## config.mk

```make
export PLATFORM = sky130hd
export DESIGN_NAME = uart_hex_formatter_flat
export DESIGN_NICKNAME = d
export VERILOG_FILES = /design/src/rtl/uart_pkg.sv /design/src/rtl/uart_hex_formatter_if.sv /design/src/rtl/uart_hex_formatter.sv /design/src/flat_wrapper.sv
export SDC_FILE = /design/constraint.sdc
export NUM_CORES = 1
export LEC_CHECK = 0
export BUFFER_PORTS_ARGS = -buffer_cell sky130_fd_sc_hd__buf_2
export CAP_MARGIN = 15
export CORE_ASPECT_RATIO = 0.8
export CORE_MARGIN = 2
export CORE_UTILIZATION = 35
export CTS_BUF_LIST = sky130_fd_sc_hd__clkbuf_8
export CTS_CLUSTER_SIZE = 40
export DETAILED_ROUTE_END_ITERATION = 16
export RECOVER_POWER = 100
export SLEW_MARGIN = 20
export SYNTH_ARGS = -nofsm -noshare
export SYNTH_HDL_FRONTEND = slang
export SYNTH_SLANG_ARGS = --single-unit
```

## constraint.sdc

```tcl
create_clock -name sys_clk -period 2.89 [get_ports sys_clk]
set_input_delay 0.289 -clock sys_clk [delete_from_list [all_inputs] [get_ports sys_clk]]
set_output_delay 0.289 -clock sys_clk [all_outputs]
set_load 0.005 [all_outputs]
```

## src/rtl/uart_pkg.sv

```systemverilog
// Shared definitions for the hex console formatter: FSM encodings, ASCII
// constants and the nibble-to-character mapping.
package uart_pkg;

  typedef logic [1:0] state_t;

  localparam state_t S_IDLE  = 2'd0;
  localparam state_t S_DIGIT = 2'd1;
  localparam state_t S_CR    = 2'd2;
  localparam state_t S_LAST  = 2'd3;

  localparam logic [7:0] ASCII_CR = 8'h0D;
  localparam logic [7:0] ASCII_LF = 8'h0A;
  localparam logic [7:0] ASCII_SP = 8'h20;
  localparam logic [7:0] ASCII_0  = 8'h30;
  localparam logic [7:0] ASCII_UA = 8'h41;
  localparam logic [7:0] ASCII_LA = 8'h61;

  function automatic logic [7:0] nibble_to_ascii(input logic [3:0] nibble,
                                                 input logic       uppercase);
    if (nibble < 4'd10) return ASCII_0 + {4'h0, nibble};
    return (uppercase ? ASCII_UA : ASCII_LA) + {4'h0, nibble - 4'd10};
  endfunction

endpackage

```

## src/rtl/uart_hex_formatter_if.sv

```systemverilog
// Word-in / byte-out handshake bundle between a word producer, the hex
// formatter and the UART transmitter.
interface uart_hex_formatter_if #(
  parameter int DATA_W = 32
);
  logic [DATA_W-1:0] in_data;
  logic              in_valid;
  logic              in_ready;
  logic [7:0]        out_data;
  logic              out_valid;
  logic              out_ready;
  logic              busy;
  logic [15:0]       words_done;

  // Formatter side.
  modport slave (
    input  in_data, in_valid, out_ready,
    output in_ready, out_data, out_valid, busy, words_done
  );

  // Producer and transmitter side.
  modport master (
    output in_data, in_valid, out_ready,
    input  in_ready, out_data, out_valid, busy, words_done
  );
endinterface

```

## src/rtl/uart_hex_formatter.sv

```systemverilog
// Prints each accepted word as ASCII hex, most significant nibble first,
// followed by CR/LF or a space; every output is registered.
module uart_hex_formatter
  import uart_pkg::*;
#(
  parameter int DATA_W    = 32,
  parameter bit UPPERCASE = 1'b1,
  parameter bit EOL_CRLF  = 1'b1
) (
  input  logic                  sys_clk,
  input  logic                  rst_n,
  uart_hex_formatter_if.slave   bus
);

  if ((DATA_W % 4) != 0 || DATA_W < 4 || DATA_W > 64) begin : g_bad_width
    $error("uart_hex_formatter: DATA_W must be a multiple of 4 in 4..64");
  end

  localparam logic [3:0] NIB_INIT = 4'(DATA_W / 4 - 1);

  state_t            r_state;
  logic [DATA_W-1:0] r_shift;
  logic [3:0]        r_nib_cnt;
  logic [7:0]        r_out_data;
  logic              r_out_valid;
  logic              r_in_ready;
  logic              r_busy;
  logic [15:0]       r_words_done;

  state_t            w_state_nxt;
  logic [DATA_W-1:0] w_shift_nxt;
  logic [DATA_W-1:0] w_shifted;
  logic [3:0]        w_nib_nxt;
  logic [7:0]        w_data_nxt;
  logic              w_valid_nxt;
  logic [15:0]       w_done_nxt;
  logic              w_out_xfer;

  assign w_out_xfer = r_out_valid && bus.out_ready;
  assign w_shifted  = r_shift << 4;

  always_comb begin
    // NOTE: every output of this block gets a default first, so no path
    // through the case statement can leave a latch behind.
    w_state_nxt = r_state;
    w_shift_nxt = r_shift;
    w_nib_nxt   = r_nib_cnt;
    w_data_nxt  = r_out_data;
    w_valid_nxt = r_out_valid;
    w_done_nxt  = r_words_done;

    case (r_state)
      S_IDLE: begin
        w_valid_nxt = 1'b0;
        if (bus.in_valid && r_in_ready) begin
          w_shift_nxt = bus.in_data;
          w_nib_nxt   = NIB_INIT;
          w_data_nxt  = nibble_to_ascii(bus.in_data[DATA_W-1 -: 4], UPPERCASE);
          w_valid_nxt = 1'b1;
          w_state_nxt = S_DIGIT;
        end
      end
      S_DIGIT: begin
        if (w_out_xfer) begin
          if (r_nib_cnt != 4'd0) begin
            w_shift_nxt = w_shifted;
            w_nib_nxt   = r_nib_cnt - 4'd1;
            w_data_nxt  = nibble_to_ascii(w_shifted[DATA_W-1 -: 4], UPPERCASE);
          end else if (EOL_CRLF) begin
            w_data_nxt  = ASCII_CR;
            w_state_nxt = S_CR;
          end else begin
            w_data_nxt  = ASCII_SP;
            w_state_nxt = S_LAST;
          end
        end
      end
      S_CR: begin
        if (w_out_xfer) begin
          w_data_nxt  = ASCII_LF;
          w_state_nxt = S_LAST;
        end
      end
      S_LAST: begin
        if (w_out_xfer) begin
          w_valid_nxt = 1'b0;
          w_done_nxt  = r_words_done + 16'd1;
          w_state_nxt = S_IDLE;
        end
      end
      default: begin
        w_valid_nxt = 1'b0;
        w_state_nxt = S_IDLE;
      end
    endcase
  end

  // in_ready/busy are registered copies of the next state, so in_ready only
  // rises one edge after reset release and one edge after the last byte.
  always_ff @(posedge sys_clk or negedge rst_n) begin
    if (!rst_n) begin
      r_state      <= S_IDLE;
      r_shift      <= '0;
      r_nib_cnt    <= 4'd0;
      r_out_data   <= 8'h00;
      r_out_valid  <= 1'b0;
      r_in_ready   <= 1'b0;
      r_busy       <= 1'b0;
      r_words_done <= 16'd0;
    end else begin
      // NOTE: state registers use non-blocking assignments so every
      // register samples the pre-edge values computed above.
      r_state      <= w_state_nxt;
      r_shift      <= w_shift_nxt;
      r_nib_cnt    <= w_nib_nxt;
      r_out_data   <= w_data_nxt;
      r_out_valid  <= w_valid_nxt;
      r_in_ready   <= (w_state_nxt == S_IDLE);
      r_busy       <= (w_state_nxt != S_IDLE);
      r_words_done <= w_done_nxt;
    end
  end

  assign bus.in_ready   = r_in_ready;
  assign bus.out_data   = r_out_data;
  assign bus.out_valid  = r_out_valid;
  assign bus.busy       = r_busy;
  assign bus.words_done = r_words_done;

endmodule

```

## src/flat_wrapper.sv

```systemverilog
// flat-port wrapper written by rule: the top's interface ports become plain ports
module uart_hex_formatter_flat import uart_pkg::*;
#(
  parameter int DATA_W    = 32,
  parameter bit UPPERCASE = 1'b1,
  parameter bit EOL_CRLF  = 1'b1
)
  (sys_clk, rst_n, bus_in_data, bus_in_valid, bus_out_ready, bus_in_ready, bus_out_data, bus_out_valid, bus_busy, bus_words_done);
  uart_hex_formatter_if #(.DATA_W(DATA_W)) bus_i ();
  input  logic sys_clk;
  input  logic rst_n;
  input wire logic [$bits(bus_i.in_data)-1:0] bus_in_data;
  input wire logic [$bits(bus_i.in_valid)-1:0] bus_in_valid;
  input wire logic [$bits(bus_i.out_ready)-1:0] bus_out_ready;
  output wire logic [$bits(bus_i.in_ready)-1:0] bus_in_ready;
  output wire logic [$bits(bus_i.out_data)-1:0] bus_out_data;
  output wire logic [$bits(bus_i.out_valid)-1:0] bus_out_valid;
  output wire logic [$bits(bus_i.busy)-1:0] bus_busy;
  output wire logic [$bits(bus_i.words_done)-1:0] bus_words_done;
  assign bus_i.in_data = bus_in_data;
  assign bus_i.in_valid = bus_in_valid;
  assign bus_i.out_ready = bus_out_ready;
  assign bus_in_ready = bus_i.in_ready;
  assign bus_out_data = bus_i.out_data;
  assign bus_out_valid = bus_i.out_valid;
  assign bus_busy = bus_i.busy;
  assign bus_words_done = bus_i.words_done;
  uart_hex_formatter #(.DATA_W(DATA_W), .UPPERCASE(UPPERCASE), .EOL_CRLF(EOL_CRLF)) u_core (.sys_clk(sys_clk), .rst_n(rst_n), .bus(bus_i));
endmodule
```

==> results of run 1 <==
[through the flow]
step	area [um2]	worst slack [ps]	power [mW]
2_1_floorplan	3270	1060	0.949
3_3_place_gp	3670	885	1.01
3_5_place_dp	3670	830	1.01
4_1_cts	3840	807	1.68
5_1_grt	3800	330	1.74
6_report	3800	599	1.64
[per-layer routing]
layer | vias to the layer above | GRT usage | wire length (um)
li1 | 1185 | - | -
met3 | 8 | 0.0564 | 466
met5 | - | 0 | 0
met2 | 61 | 0.214 | 3000
met4 | 0 | 0.0335 | 51
met1 | 1137 | 0.196 | 3420
[registers in the layout (all words and copies together), names as in the netlist]
signal	count
u_core.bus.busy	1
u_core.bus.words_done	16
u_core.r_shift	28
u_core.r_nib_cnt	4
u_core.bus.out_valid	1
u_core.r_state	2
u_core.bus.in_ready	1
u_core.bus.out_data	7
[area by class of cell]
type,count,share of cell area
Sequential cell,60,0.395
Clock buffer,10,0.0362
Inverter,13,0.0128
Timing Repair Buffer,66,0.0835
Clock inverter,6,0.00822
Tap cell,115,0.0378
Multi-Input combinational cell,210,0.427
[cell usage after synthesis, drive strengths merged]
library cell / number / share of area
nand4b: 2 / 0.0054
xnor2: 15 / 0.040
o21ai: 16 / 0.025
ha: 13 / 0.050
a21o: 1 / 0.0023
and2: 4 / 0.0080
nand4: 6 / 0.011
o2111ai: 1 / 0.0027
clkbuf: 5 / 0.0057
a211oi: 3 / 0.0069
a211o: 1 / 0.0027
nand3b: 1 / 0.0023
dfrtp: 60 / 0.46
nor3b: 2 / 0.0080
o22a: 1 / 0.0027
nor2: 11 / 0.013
o221ai: 1 / 0.0027
a2bb2oi: 2 / 0.0054
a22o: 1 / 0.0027
xor2: 6 / 0.016
a21oi: 11 / 0.017
a31o: 1 / 0.0027
or4b: 1 / 0.0042
a22oi: 1 / 0.0023
or3b: 1 / 0.0027
and4: 1 / 0.0027
nand3: 9 / 0.015
a21boi: 2 / 0.0046
a221oi: 1 / 0.0027
or3: 1 / 0.0019
o22ai: 1 / 0.0019
nand2: 23 / 0.026
mux2i: 5 / 0.015
nor3: 3 / 0.0061
and3: 4 / 0.0077
conb: 1 / 0.0011
mux2: 45 / 0.16
o31ai: 2 / 0.0046
a311oi: 1 / 0.0027
nand2b: 4 / 0.0077
inv: 13 / 0.015
a31oi: 5 / 0.0096
buf: 8 / 0.018
[how the worst min path moves through the flow]
| stage | startpoint | end | slack [ps] | cells after the start |
|---|---|---|---|---|
| after floorplan | rst_n | u_core.bus.busy$_DFF_PN0_ | -7 | 0 |
| after global placement | rst_n | u_core.r_shift[5]$_DFFE_PN0P_ | 380 | 1 |
| after detailed placement | rst_n | u_core.r_shift[9]$_DFFE_PN0P_ | 390 | 1 |
| after CTS | rst_n | u_core.r_shift[17]$_DFFE_PN0P_ | 20 | 1 |
| after global routing | bus_in_data[2] | u_core.r_shift[2]$_DFFE_PN0P_ | 140 | 3 |
| final | bus_in_data[1] | u_core.r_shift[1]$_DFFE_PN0P_ | 160 | 3 |
[critical path, delay by kind of cell, from the launching register on]
family          cells  cell delay [ps]
compound gates      2              380
flops               1              430
simple gates        2              930
fa+ha+maj           1              330
buf+inv             1              120
[power groups by stage]
| stage | Sequential (mW) | Clock, mW | Combinational [mW] |
|---|---|---|---|
| floorplan | 0.887 | 0 | 0.0616 |
| global placement | 0.889 | 0 | 0.122 |
| detailed placement | 0.890 | 0 | 0.124 |
| CTS | 0.874 | 0.679 | 0.125 |
| global route | 0.876 | 0.723 | 0.137 |
| finish | 0.874 | 0.648 | 0.121 |
[kinds of logic after synthesis]
kind of cell	Yosys count
compound gates	52
flops	60
fa+ha+maj	13
buf+inv	26
xor+xnor	21
simple gates	73
mux	50
other cells	1
==> impl_results.md, run 1 <==
* Hold Vio Cnt, Final at 0
* Largest net degree at the start of global routing at 32
* Post-Synth Adder-Cell Area at 0.0498
* Rows at 31
* Starting density of the core at 0.360
* Reg area at 1500 um2
* Pre-antenna DRT Iters at 4
* I/O pins at 63
* Compound-Gate Fraction of Synth Area at 0.100
* DP Cell Count at 464
* Final Slew Violations at 32
* Power Internal at 1.25 mW
* Total GRT Usage at 0.143
* Die ar. at 10100 um2
* Mux cell area share after synthesis at 0.170
* GP Congestion at 0.754
* Vias in the first global route at 2389
* CP required at 3110 ps
* Register share of total power at 0.532
* Syn nets at 345
* CTS clk-pin slew, worst paths at 60 ps
* Mapped Cells at 296
* Rel. slew slack at -0.160
* Final Critical Period at 2290 ps
* CTS Sinks at 60
* HPWL after DPL at 5050 um
* Critical Path Fanout Max at 10
* Commonest non-fill, non-tap cells in the layout: 60 x dfrtp_1, 50 x buf_2, 45 x mux2_2, 23 x nand2_1
* Syn avg cell area at 11.0 um2
* Sw Ratio at 0.241
* 1st-iter DRT viols at 83
* Arrival time at the worst endpoint at 2520 ps
* Clk_lat worst skew at 330 ps
* Clk root buf: clkbuf_8
* CORE AREA at 9080 um2
* Largest family of logic cells by synthesized area: multiplexers
* Routed WL at 6940 um
* Critical-path top delay cell: nor3_1
* Max-Cap Viols at 1
* RR Endpoint: u_core.r_nib_cnt[3]$_DFFE_PN0P_
* PortBufs at 61
* Finish-stage setup viols at 0
* Post-DRT Antenna Nets at 0
* Synthesized cell area at 3270 um2
* # diodes at 0
* Reg2Reg Depth at 6
* Wirelength per Cell at 14.5 um
* #FFs+latches synth at 60
* Setup TNS at 0 ps
* Post-CTS Setup Inserts at 0
* CP Launch Type: flop
* Final Util at 0.419
* Worst Setup SP: u_core.r_state[1]$_DFF_PN0_
* Slew @ Worst Pin at 1740 ps
* Pwr dens at 432 nW/um2
* Most common cell after layout, fill and taps aside: dfrtp_1
* CTS Hold Bufs at 0
* Clock Tree Buf Depth at 2
* Worst Clk Skew at 7.92 ps
* Area growth, synth to finish at 16.5%
* Post-synthesis simple-gate area fraction at 0.123
* Maximum VDD drop at 0.212 mV
* CP endpoint: u_core.r_nib_cnt[3]$_DFFE_PN0P_
* Fin cells at 480
* P_leak at 1.75 nW
* Final period util at 0.793
* Reg2reg start: u_core.r_state[1]$_DFF_PN0_
* Crit-path max cell delay at 780 ps
* GRT overflow at 0
* Crit end category: flop
* Worst Hold Class: input pin to flop
* Vias at 2391
* Outcome: complete, but fails checks
* RSZ-0062 raised after global routing: no
* Sequential share of the synthesized area at 0.460
* Via density at 4.98
* Max frequency at 436 MHz
* Htree depth at 3
* Share of post-route cells with drive strength above 1 at 0.318
* CTS tree: done
* Global-route wire length before repair at 11600 um
* Critical Path, Cell by Cell: inv_1 > ha_1 > nand3_1 > nor3_1 > a21oi_1 > a31o_2
* Die W at 112 um
* Post-synth cell types at 53
* WS Path Type: flop to flop
* Xor/xnor cell area share of the yosys netlist at 0.0563
* Failing checks: max-capacitance violations, max-slew violations
* Fill cells at 923
* Fin Hold WS at 160 ps
* Final #Nets at 409
* Multi-input gate area at 1620 um2
* Cts bufs inserted at 9
* YS warnings at 0
* Logic pwr share at 0.074
* Die Height at 90.4 um
* Psw at 0.396 mW
* FF-to-FF setup slack at 600 ps
* Drt drc at 0
* Clock power frac at 0.394
* Initial antenna violation count at 0
* Post-CTS resize count at 0
Note: power is estimated with default switching activity, not from simulation.
==> run 2: changes to the inputs <==
==> constraint.sdc (replaced) <==
create_clock -name sys_clk -period 2 [get_ports sys_clk]
set_input_delay 0.2 -clock sys_clk [delete_from_list [all_inputs] [get_ports sys_clk]]
set_output_delay 0.2 -clock sys_clk [all_outputs]
set_load 0.005 [all_outputs]
==> run 2 against run 1 <==
The flow now finishes without violations. Core utilization increased by 1.9 points. Clock power grew 57%. Via count up 0.75%. Critical path type unchanged.
==> impl_results.md, run 2 (synthesized netlist as in run 1, its figures left out) <==
* Final #Nets at 420
* Fill cells at 908
* Largest net degree at the start of global routing at 29
* Max-Cap Viols at 0
* P_leak at 1.85 nW
* Die W at 112 um
* Most common cell after layout, fill and taps aside: dfrtp_1
* RSZ-0062 raised after global routing: no
* Arrival time at the worst endpoint at 2150 ps
* Outcome: finished clean
* Final Util at 0.438
* Reg2reg start: u_core.r_state[1]$_DFF_PN0_
* CP Launch Type: flop
* Clk_lat worst skew at 330 ps
* Largest register FFs at 28
* Starting density of the core at 0.360
* Final Slew Violations at 0
* Rows at 31
* I/O pins at 63
* CORE AREA at 9080 um2
* CP delay by family, top: simple AND/OR/NAND/NOR gates
* Routed WL at 6810 um
* Clock Tree Buf Depth at 2
* Maximum VDD drop at 0.363 mV
* RR Endpoint: u_core.bus.words_done[14]$_DFFE_PN0P_
* FF-to-FF setup slack at 110 ps
* Die ar. at 10100 um2
* Finish-stage setup viols at 0
* Commonest non-fill, non-tap cells in the layout: 60 x dfrtp_1, 52 x buf_2, 45 x mux2_2, 23 x nand2_1
* Hold Vio Cnt, Final at 0
* Critical Path Fanout Max at 9
* Fin area at 3980 um2
* Hold path depth at 3
* HPWL after DPL at 5050 um
* Global-route wire length before repair at 11500 um
* # diodes at 0
* CP required at 2260 ps
* Fin cells at 491
* Vias in the first global route at 2441
* Dpl cell area at 3790 um2
* Max frequency at 530 MHz
* Post-CTS Setup Inserts at 0
* Largest register by flop count: u_core.r_shift
* Buf/Inv on CP at 1
* Reg2Reg Depth at 6
* WS Path Type: flop to flop
* CTS tree: done
* PortBufs at 61
* Endpoint, Worst Hold: u_core.r_shift[2]$_DFFE_PN0P_
* Final Critical Period at 1890 ps
* Post-DRT Antenna Nets at 0
* Final period util at 0.943
* Crit end category: flop
* DP Cell Count at 474
* Critical-path top delay cell: or4b_4
* Htree depth at 3
* Share of post-route cells with drive strength above 1 at 0.362
* Pre-CTS WS at 85.4 ps
* GP Congestion at 0.835
* Pre-antenna DRT Iters at 4
* Worst Hold Class: input pin to flop
* Cts bufs inserted at 9
* Pwr dens at 618 nW/um2
* Worst Clk Skew at 7.85 ps
* Beginning of the worst hold path: bus_in_data[2]
* Slew @ Worst Pin at 1370 ps
* Rel. slew slack at 0.0834
* Crit-path max cell delay at 560 ps
* Wirelength per Cell at 13.9 um
* Drt drc at 0
* Clk root buf: clkbuf_8
* GRT overflow at 0
* Die Height at 90.4 um
* CTS clk-pin slew, worst paths at 70 ps
* Vias at 2409
* Via density at 4.91
* Initial antenna violation count at 0
* Area growth, synth to finish at 21.8%
* Critical Path, Cell by Cell: buf_4 > ha_1 > nand3_2 > or4b_4 > nor2_2 > xor2_1
* Setup TNS at 0 ps
* Total GRT Usage at 0.141
* CTS Sinks at 60
* Final worst setup slack at 114 ps
* 1st-iter DRT viols at 74
run 2: cell types whose count changed in the layout (fill, tap and decap cells not counted), moves of 2 or more:
cell / change
buf_4: +7
clkbuf_1: -3
buf_12: +2
buf_2: +2
nor3_1: -2
run 2: report_power, final:
group	leakage (nW)	switching [mW]	internal, mW
combinational	1.01	0.0846	0.0941
sequential	0.742	0.0183	1.25
clock	0.101	0.458	0.559
total	1.85	0.561	1.90
run 2: repair_timing:
item	in CTS	in global routing
endpoints found under the hold margin	22	0
setup endpoints to repair	0	31
resized for setup	0	6
hold buffers	1	0
run 2: area by class of cell:
class / count / area, um2 / share of cell area
Clock buffer: 9 / 124 / 0.0311
Clock inverter: 7 / 60.1 / 0.0151
Inverter: 13 / 48.8 / 0.0123
Multi-Input combinational cell: 210 / 1660 / 0.418
Sequential cell: 60 / 1500 / 0.377
Tap cell: 115 / 144 / 0.0362
Timing Repair Buffer: 77 / 438 / 0.110
run 2: worst register-to-register path, delay by kind of cell (launching register included):
kind	cells	cell delay (ps)
and+or+nand+nor	3	860
buffers and inverters	1	130
adders and majority gates	1	350
DFF	1	340
xor gates and xnor gates	1	140
run 2: how the worst max path moves through the flow:
stage / startpoint / to / slack [ps] / depth (start not counted)
after floorplan: u_core.r_state[1]$_DFF_PN0_ / u_core.r_shift[12]$_DFFE_PN0P_ / 170 / 6
after global placement: u_core.r_state[1]$_DFF_PN0_ / u_core.r_shift[9]$_DFFE_PN0P_ / 110 / 7
after detailed placement: u_core.r_state[0]$_DFF_PN0_ / u_core.bus.out_data[3]$_DFFE_PN0P_ / 90 / 7
after CTS: u_core.r_state[0]$_DFF_PN0_ / u_core.bus.out_data[3]$_DFFE_PN0P_ / 60 / 7
after global routing: u_core.r_state[0]$_DFF_PN0_ / u_core.bus.busy$_DFF_PN0_ / 10 / 7
final: u_core.r_state[1]$_DFF_PN0_ / u_core.bus.words_done[14]$_DFFE_PN0P_ / 110 / 6
run 2: through the flow:
step | total power [mW] | hold WS [ps]
CTS | 2.51 | 57.1
global route | 2.59 | 60.7
floorplan | 1.37 | -95.6
global placement | 1.46 | 230
finish | 2.46 | 77.8
detailed placement | 1.47 | 235
run 2: metal layers:
metal  global-route usage  routed length, um  up-vias
met4               0.0325                 33        0
li1                     -                  -     1209
met2                0.212               2970       55
met5                    0                  0        -
met3               0.0557                425        4
met1                0.192               3380     1141
==> run 3: changes to the inputs <==
--- a/config.mk
+++ b/config.mk
@@ -7,7 +7,7 @@
 export LEC_CHECK = 0
 export BUFFER_PORTS_ARGS = -buffer_cell sky130_fd_sc_hd__buf_2
 export CAP_MARGIN = 15
-export CORE_ASPECT_RATIO = 0.8
+export CORE_ASPECT_RATIO = 1.5
 export CORE_MARGIN = 2
 export CORE_UTILIZATION = 35
 export CTS_BUF_LIST = sky130_fd_sc_hd__clkbuf_8
==> run 3 against run 2 <==
Via count grew 2.0%. Critical endpoint is now u_core.r_shift[24]$_DFFE_PN0P_. Die area increased by 0.11%. Sequential power hardly changed. Worst setup slack gained 16 ps. Critical path depth shrank 1. Largest power group unchanged. Critical path type unchanged.
==> impl_results.md, run 3 (synthesized netlist as in run 1, its figures left out) <==
* Outcome: finished clean
* Final period util at 0.935
* CTS Sinks at 60
* P_leak at 1.83 nW
* Die ar. at 10100 um2
* Max frequency at 535 MHz
* Total GRT Usage at 0.144
* Crit-path max cell delay at 420 ps
* Cts bufs inserted at 9
* Multi-input gate area at 1640 um2
* Clock Tree Buf Depth at 2
* Crit end category: flop
* CTS clk-pin slew, worst paths at 60 ps
* Vias in the first global route at 2520
* Wirelength per Cell at 14.1 um
* Largest register by flop count: u_core.r_shift
* # diodes at 0
* CTS tree: done
* Share of post-route cells with drive strength above 1 at 0.325
* Max-Cap Viols at 0
* Pwr dens at 603 nW/um2
* Routed WL at 6920 um
* Rows at 43
* Critical Path, Cell by Cell: inv_1 > ha_1 > buf_4 > mux2_2 > mux2_2
* Largest register FFs at 28
* Die W at 82.9 um
* I/O pins at 63
* 1st-iter DRT viols at 70
* Arrival time at the worst endpoint at 2090 ps
* Largest net degree at the start of global routing at 39
* GP Congestion at 0.862
* Final worst setup slack at 130 ps
* Final #Nets at 423
* HPWL after DPL at 5250 um
* Global-route wire length before repair at 11700 um
* Fill cells at 906
* Pre-antenna DRT Iters at 4
* CP most frequent cell: mux2_2
* Die Height at 122 um
* Slew @ Worst Pin at 1320 ps
* CORE AREA at 9150 um2
* Final Slew Violations at 0
* RSZ-0062 raised after global routing: no
* Via density at 5.02
* GRT overflow at 0
* Maximum VDD drop at 0.376 mV
* Reg area at 1500 um2
* Htree depth at 3
* Clk root buf: clkbuf_8
* Clk_lat worst skew at 330 ps
* Worst Clk Skew at 8.84 ps
* Pre-CTS WS at 102 ps
* Total power at 2.37 mW
* Drt drc at 0
* PortBufs at 61
* Starting density of the core at 0.357
* Post-DRT Antenna Nets at 0
* CP required at 2220 ps
* Area growth, synth to finish at 20.4%
* Finish-stage setup viols at 0
* Hold Vio Cnt, Final at 0
* Vias at 2458
* Critical Path Fanout Max at 25
* Initial antenna violation count at 0
* Commonest non-fill, non-tap cells in the layout: 60 x dfrtp_1, 45 x mux2_2, 44 x buf_2, 23 x nand2_1, 19 x clkbuf_1
* Worst Hold Class: input pin to flop
* Final Util at 0.430
* Final Critical Period at 1870 ps
* Critical-path top delay cell: dfrtp_1
* CP Launch Type: flop
* Rel. slew slack at 0.122
* Setup TNS at 0 ps
* Most common cell after layout, fill and taps aside: dfrtp_1
* WS Path Type: flop to flop
-- run 3: per-stage QoR --
step / area, um2 / hold WS, ps / std cells
6_report: 3930 / 76.0 / 490
5_1_grt: 3930 / 63.6 / 490
4_1_cts: 3960 / 64.7 / 488
3_5_place_dp: 3780 / 229 / 472
3_3_place_gp: 3780 / 235 / 472
2_1_floorplan: 3270 / -95.6 / 296
-- run 3: where the power goes --
| group | switching (mW) | leakage, nW | internal, mW |
|---|---|---|---|
| Sequential | 0.0192 | 0.742 | 1.25 |
| Combinational | 0.0815 | 0.990 | 0.0895 |
| Clock | 0.438 | 0.0952 | 0.497 |
-- run 3: area by class of cell --
| type | instances | share of cell area |
|---|---|---|
| timing repair buffer | 80 | 0.111 |
| clock inverter | 4 | 0.00477 |
| clock buffer | 11 | 0.0385 |
| inverter | 13 | 0.0124 |
| multi-input combinational | 210 | 0.416 |
| sequential | 60 | 0.382 |
| tap | 112 | 0.0356 |
-- run 3: path summary, 6_finish.rpt --
| check | start | end | slack (ps) | depth (start not counted) |
|---|---|---|---|---|
| setup / recovery | u_core.r_state[1]$_DFF_PN0_ | u_core.r_shift[24]$_DFFE_PN0P_ | 130 | 5 |
| hold / removal | bus_in_data[1] | u_core.r_shift[1]$_DFFE_PN0P_ | 80 | 3 |
| setup reg to reg | u_core.r_state[1]$_DFF_PN0_ | u_core.r_shift[24]$_DFFE_PN0P_ | 130 | 5 |
| hold reg to reg | u_core.bus.words_done[15]$_DFFE_PN0P_ | u_core.bus.words_done[15]$_DFFE_PN0P_ | 460 | 1 |
| max in group asynchronous | rst_n | u_core.r_shift[26]$_DFFE_PN0P_ | 350 | 3 |
| min in group asynchronous | rst_n | u_core.bus.words_done[6]$_DFFE_PN0P_ | 680 | 2 |
-- run 3: timing repair --
action,CTS,global route
hold buffers,1,0
hold endpoints to repair,22,0
endpoints found under the setup margin,0,3
resized for setup,0,1
setup buffers,0,2
-- run 3: per-layer routing --
| metal | track usage | wire [um] |
|---|---|---|
| met1 | 0.164 | 2910 |
| met2 | 0.248 | 3510 |
| met3 | 0.0437 | 363 |
| met4 | 0.0656 | 133 |
| met5 | 0 | 0 |
-- run 3: worst max-delay path, delay by kind of cell (launching register included) --
kind	cells	cell delay, ps
muxes	2	630
buffers and inverters	2	450
DFF	1	420
adders and majority gates	1	240
